`config.mk`:
```
export PLATFORM = sky130hd
export DESIGN_NAME = baccarat_statemachine
export DESIGN_NICKNAME = d
export VERILOG_FILES = /design/src/rtl/baccarat_statemachine.sv
export SDC_FILE = /design/constraint.sdc
export NUM_CORES = 1
export LEC_CHECK = 0
export BUFFER_PORTS_ARGS = -buffer_cell sky130_fd_sc_hd__buf_2
export CORE_AREA = 2 2 39 41
export CTS_BUF_LIST = sky130_fd_sc_hd__clkbuf_4
export DETAILED_ROUTE_END_ITERATION = 8
export DIE_AREA = 0 0 41 43
export GPL_TIMING_DRIVEN = 0
export MAX_ROUTING_LAYER = met4
export PLACE_DENSITY = 0.66
export SYNTH_ARGS = -nofsm -noshare
export SYNTH_HDL_FRONTEND = slang
export SYNTH_SLANG_ARGS = --single-unit
export TNS_END_PERCENT = 50
```
`constraint.sdc`:
```
create_clock -name slow_clock -period 1.4 [get_ports slow_clock]
set_input_delay 0.07 -clock slow_clock [delete_from_list [all_inputs] [get_ports slow_clock]]
set_output_delay 0.07 -clock slow_clock [all_outputs]
set_load 0.05 [all_outputs]
```
`src/rtl/baccarat_statemachine.sv`:
```
// baccarat_statemachine
//   Moore controller that sequences the card datapath through one punto-banco
//   hand. It strobes the six card registers in deal order P1,D1,P2,D2[,P3][,D3],
//   reads back the hand scores and the player's third card to apply the tableau
//   rules, and lights the winner once the hand is over.
//
// Ports
//   slow_clock        in  1        game clock shared with the datapath card registers
//   reset             in  1        synchronous, active-high; returns to S_IDLE
//   pscore_in         in  SCORE_W  player hand score (0..9) from the datapath
//   dscore_in         in  SCORE_W  dealer hand score (0..9) from the datapath
//   pcard3_in         in  CARD_W   player third card code (0=empty, 1=A..13=K)
//   load_pcard1..3    out 1 each   one-cycle load strobes, player card registers
//   load_dcard1..3    out 1 each   one-cycle load strobes, dealer card registers
//   player_win_light  out 1        player wins or tie (only in S_DONE)
//   dealer_win_light  out 1        dealer wins or tie (only in S_DONE)
//   done              out 1        hand finished; held until reset
//   state_dbg         out 4        current FSM state encoding, for observation
//
// Handshake: there is no valid/ready pairing here. Each load_* is a strobe that
// is high for exactly one slow_clock cycle; the datapath captures on the edge
// that ends that cycle. Scores are only meaningful one cycle after the matching
// load, which is why the evaluation states sit after the loads.
module baccarat_statemachine #(
  parameter int CARD_W  = 4,
  parameter int SCORE_W = 4
) (
  input  logic               slow_clock,
  input  logic               reset,
  input  logic [SCORE_W-1:0] pscore_in,
  input  logic [SCORE_W-1:0] dscore_in,
  input  logic [CARD_W-1:0]  pcard3_in,
  output logic               load_pcard1,
  output logic               load_pcard2,
  output logic               load_pcard3,
  output logic               load_dcard1,
  output logic               load_dcard2,
  output logic               load_dcard3,
  output logic               player_win_light,
  output logic               dealer_win_light,
  output logic               done,
  output logic [3:0]         state_dbg
);

  typedef enum logic [3:0] {
    S_IDLE  = 4'd0,
    S_P1    = 4'd1,
    S_D1    = 4'd2,
    S_P2    = 4'd3,
    S_D2    = 4'd4,
    S_EVAL1 = 4'd5,
    S_P3    = 4'd6,
    S_EVAL2 = 4'd7,
    S_D3    = 4'd8,
    S_DONE  = 4'd9
  } state_t;

  localparam logic [SCORE_W-1:0] SC_2 = SCORE_W'(2);
  localparam logic [SCORE_W-1:0] SC_3 = SCORE_W'(3);
  localparam logic [SCORE_W-1:0] SC_4 = SCORE_W'(4);
  localparam logic [SCORE_W-1:0] SC_5 = SCORE_W'(5);
  localparam logic [SCORE_W-1:0] SC_6 = SCORE_W'(6);
  localparam logic [SCORE_W-1:0] SC_8 = SCORE_W'(8);

  localparam logic [CARD_W-1:0] CV_0 = CARD_W'(0);
  localparam logic [CARD_W-1:0] CV_1 = CARD_W'(1);
  localparam logic [CARD_W-1:0] CV_2 = CARD_W'(2);
  localparam logic [CARD_W-1:0] CV_4 = CARD_W'(4);
  localparam logic [CARD_W-1:0] CV_6 = CARD_W'(6);
  localparam logic [CARD_W-1:0] CV_7 = CARD_W'(7);
  localparam logic [CARD_W-1:0] CV_8 = CARD_W'(8);
  localparam logic [CARD_W-1:0] CV_9 = CARD_W'(9);

  state_t state, next_state;

  // Baccarat value of the player's third card: tens, face cards and the empty
  // code all count as zero.
  logic [CARD_W-1:0] p3_value;
  assign p3_value = (pcard3_in >= CV_1 && pcard3_in <= CV_9) ? pcard3_in : CV_0;

  // Banker tableau once the player has drawn a third card.
  logic dealer_draws_after_p3;
  always_comb begin
    dealer_draws_after_p3 = 1'b0;
    if (dscore_in <= SC_2)
      dealer_draws_after_p3 = 1'b1;
    else if (dscore_in == SC_3)
      dealer_draws_after_p3 = (p3_value != CV_8);
    else if (dscore_in == SC_4)
      dealer_draws_after_p3 = (p3_value >= CV_2) && (p3_value <= CV_7);
    else if (dscore_in == SC_5)
      dealer_draws_after_p3 = (p3_value >= CV_4) && (p3_value <= CV_7);
    else if (dscore_in == SC_6)
      dealer_draws_after_p3 = (p3_value >= CV_6) && (p3_value <= CV_7);
    else
      dealer_draws_after_p3 = 1'b0;
  end

  // State register
  always_ff @(posedge slow_clock) begin
    if (reset)
      state <= S_IDLE;
    else
      state <= next_state;
  end

  // Next-state logic
  always_comb begin
    next_state = state;
    case (state)
      S_IDLE:  next_state = S_P1;
      S_P1:    next_state = S_D1;
      S_D1:    next_state = S_P2;
      S_P2:    next_state = S_D2;
      S_D2:    next_state = S_EVAL1;
      S_EVAL1: begin
        if (pscore_in >= SC_8 || dscore_in >= SC_8)
          next_state = S_DONE;             // natural: nobody draws
        else if (pscore_in <= SC_5)
          next_state = S_P3;
        else if (dscore_in <= SC_5)
          next_state = S_D3;               // player stands on 6/7
        else
          next_state = S_DONE;
      end
      S_P3:    next_state = S_EVAL2;
      S_EVAL2: next_state = dealer_draws_after_p3 ? S_D3 : S_DONE;
      S_D3:    next_state = S_DONE;
      S_DONE:  next_state = S_DONE;
      default: next_state = S_IDLE;
    endcase
  end

  // Output decode. Lights depend on state plus the live scores, which the
  // datapath holds stable once the hand is over.
  always_comb begin
    load_pcard1      = (state == S_P1);
    load_dcard1      = (state == S_D1);
    load_pcard2      = (state == S_P2);
    load_dcard2      = (state == S_D2);
    load_pcard3      = (state == S_P3);
    load_dcard3      = (state == S_D3);
    done             = (state == S_DONE);
    player_win_light = (state == S_DONE) && (pscore_in >= dscore_in);
    dealer_win_light = (state == S_DONE) && (dscore_in >= pscore_in);
  end

  assign state_dbg = state;

endmodule

```
* Yosys cells after proc, flatten, opt, wreduce, memory -nomap -nowiden
Cells that the tools add are included.
Operators by class: order comparisons 13, eq/ne operators 14, multiplexer cells 11, reductions and logical operators 9
Operators with widths (count):
- $pmux 4 s9 | 1
- $eq 4x3->1 const B | 7
- $eq 4x2->1 const B | 3
- $le 4x3->1 const B | 3
- $mux 4 | 3
- $eq 4x4->1 const B | 2
- $ge 4x3->1 const B | 2
- $ge 4x4->1 | 2
- $ge 4x4->1 const B | 2
- $mux 1 | 7
- $logic_and 1x1->1 | 6
- $eq 4x1->1 const B | 1
- $ge 4x1->1 const B | 1
- $ge 4x2->1 const B | 1
- $le 4x2->1 const B | 1
- $le 4x4->1 const B | 1
- $logic_not 4->1 | 1
- $ne 4x4->1 const B | 1
- $reduce_or 2->1 | 1
- $logic_or 1x1->1 | 1
Word-level totals: register bits after elaboration 4, bits of input ports 14, output and inout port bits 13, logic and storage cells 48

* Longest topological paths before layout
word-level depth 12, depth in mapped cells 6, depth with buffers taken out 6

* Worst setup path before layout
No wires, ideal clock.
path kind register -> output, start point register state[2], in the netlist state_dbg[2], end point output port load_dcard2, data arrival time 2.039 ns, required time 1.330 ns, slack -0.709 ns, cell stages (with the launch flop) 3, path buffers 0, cells stage by stage dfxtp_1 > nand2b_1 > nor3_1
Between the ends: longest elaborated chain between the ends 1
Ends and longest elaborated chain:
- from (decl) | RTL line 74 | state_t state, next_state;
- from (signal assigned) | RTL line 104 | state <= next_state;
- $eq 4x3->1 | RTL line 140 | load_dcard2 = (state == S_D2);
- to (decl) | RTL line 37 | output logic load_dcard2,
Every way passes these cells.

* Final worst setup path
start point input port pscore_in[1], end point output port player_win_light
Between the ends: longest elaborated chain between the ends 2
Ends and longest elaborated chain:
- from (decl) | RTL line 30 | input logic [SCORE_W-1:0] pscore_in,
- $ge 4x4->1 | RTL line 144 | player_win_light = (state == S_DONE) && (pscore_in >= dscore_in);
- $logic_and 1x1->1 | RTL line 144
- to (decl) | RTL line 39 | output logic player_win_light,
Every way passes these cells.

==> metrics.yaml <==
syn_nets: 73
slowest_stage: "o41ai_4"
drive_gt1_share_pct: 62.92
totalWireLength_um: 1230
max-cap-violations: 0
yosysUniqueCellTypes: 29
syn_inst: 55
grt_pass1_wl_um: 2028
layout_common_cells: "19 x buf_2, 6 x clkbuf_4, 6 x buf_4, 5 x inv_1"
antenna_found_initial: 0
grt_pass1_vias: 508
synth_area_leaders: "dfxtp_1 18%, ha_1 11%, nor3_1 8.0%, a211oi_2 5.7%, inv_1 5.2%"
crit_path_max_incr_delay_ns: 0.25
tightest_slew_ns: 0.3019
viasPerCell: 5.029
clk_pin_slew_ns: 0.04
violations: "negative setup slack"
n_fill_cell: 127
regArea_um2: 95.09
ys_seq_area_share_pct: 18.39
synth-main-ff-cell: "dfxtp_1"
dp_hpwl_um: 965.1
drt_iter0_drc: 2
r2r_slack_ns: 0.24
final_core_utilization_pct: 57.32
grt_setup_unrepaired: "true"
multiInputGateArea_um2: 416.7
wl_per_cell_um: 11.71
outcome: "finished with violations"
cts-buffers-inserted: 3
clock-sinks: 4
critPathMaxFanout: 2
path_class: "input pin to primary output"
setup_ws_ns: -0.02042
ant_nets: 0
cp_data_required_time_ns: 1.33
final-setup-viol-count: 1
die_w_um: 41
grt_usage_pct: 17.49
p_leak_nw: 0.3834
place.gp.congestion: 0.6505
dp_slack_ns: -0.3048
final_common_cell: "buf_2"
critical_path.top_delay_family: "compound AO/OA/AOI/OAI gates"
power_density_mw_per_mm2: 687.7
worstSetupStartpointType: "input pin"
grt-ovfl-total: 0
cts_tree: "done"
port_buffers: 26
synth_top_area_share_pct: 18.39
grt_max_degree: 11
rows: 14
finalHoldViolCount: 0
synth_seq_cells: 4
slew_violations: 0
coreArea_mm2: 0.001384
max_freq_mhz: 704.0
synthesis.area_um2: 435.4
syn-mean-instance-area_um2: 7.917
cp_cell_sequence: "buf_8, inv_6, ha_4, nor2b_4, o21a_1, o21a_1, o41ai_4, buf_6"
clk_latency_ns: 0.24
largest_reg_flops: 4
pin_count: 27
die-area_mm2: 0.001763
end_kind: "primary output"
initial_core_util_pct: 31.46
finClkSkew_ns: 0.007784
synth_largest_area_cell: "dfxtp_1"
diodes: 0
cts_buffer_depth: 2
hp-class: "input pin to flop"
ctsHoldBuffers: 0
yosysWarnings: 0
die_y_um: 43
arrival_ns: 1.35
first_pass_iters: 3
finalCritPeriodShare_pct: 101.5
h-tree-depth: 1
slew_headroom_pct: 79.35
drc: 0
worst-path-buf-inv: 3
cpMostUsedCell: "o21a_1"
vias: 528
synth_edf_count: 0
async_flop_share_pct: 0
period_minus_slack_ns: 1.420
nNetsFinal: 108
cts_root_buf: "clkbuf_4"
irDropWorstVdd_mv: 0.4673
synthToLayoutAreaGrowth_pct: 82.18
[repair_timing]
| action | CTS | global route |
|---|---|---|
| buffers inserted | 5 | 0 |
| gates resized for setup | 12 | 2 |
| endpoints found under the hold margin | 0 | 0 |
| pin swaps | 4 | 0 |
| endpoints found under the setup margin | 2 | 4 |
[power breakdown]
part | switching, mW | internal (mW) | leakage (nW)
registers | 0.0240 | 0.121 | 0.0356
clock network | 0.0482 | 0.126 | 0.0184
logic | 0.136 | 0.0899 | 0.329
[final timing paths]
check,startpoint,end,depth (start not counted)
max,pscore_in[1],player_win_light,8
min,reset,state_dbg[1],2
max reg2reg,state_dbg[1],state_dbg[1],4
min reg2reg,state_dbg[3],state_dbg[1],1
[logic make-up after synthesis]
group	Yosys count	synth area share, %
fa+ha+maj	4	11.49
compound gates	17	33.05
flops	4	18.39
buf+inv	7	7.758
simple gates	23	29.31
[worst register-to-register path, stage by stage (launching register included)]
cell and delay, ns:
dfxtp_4 0.38, nand2b_4 0.18, buf_4 0.15, a21o_1 0.15, a211oi_2 0.21
[cells in the mapped netlist (2+ instances only)]
cell,count
nand2_1,2
nor3_1,7
nand2b_1,2
a211oi_2,2
nand2b_2,2
nor2_1,5
ha_1,4
inv_1,6
o21a_1,2
dfxtp_1,4
[routing by layer]
layer | track usage (%) | vias up | routed length, um
met3 | 3.141 | 2 | 17
met4 | 12.00 | 0 | 21
met2 | 26.25 | 10 | 681
met1 | 19.94 | 238 | 509
met5 | - | - | 0
li1 | - | 278 | -
[area by class of cell]
cell class,count,share of cell area (%)
Tap cell,16,2.524
Sequential cell,4,11.99
Timing Repair Buffer,31,25.71
Multi-Input combinational cell,44,52.52
Clock buffer,4,3.785
Inverter,6,3.470
[metrics by stage]
| step | power (mW) | instance area [um2] | setup TNS, ns | hold WS (ns) | instances |
|---|---|---|---|---|---|
| 2_1_floorplan | 0.2950 | 540.5 | -0.2132 | 0.1254 | 55 |
| 3_5_place_dp | 0.3564 | 690.7 | -0.4290 | 0.2976 | 97 |
| 6_report | 0.5455 | 793.3 | -0.02042 | 0.05166 | 105 |
| 5_1_grt | 0.5847 | 793.3 | -0.1022 | 0.04539 | 105 |
| 4_1_cts | 0.5596 | 788.3 | -0.03435 | 0.04047 | 105 |
| 3_3_place_gp | 0.3541 | 690.7 | -0.3902 | 0.2955 | 97 |
No activity file was read; power rests on OpenSTA's default activity.
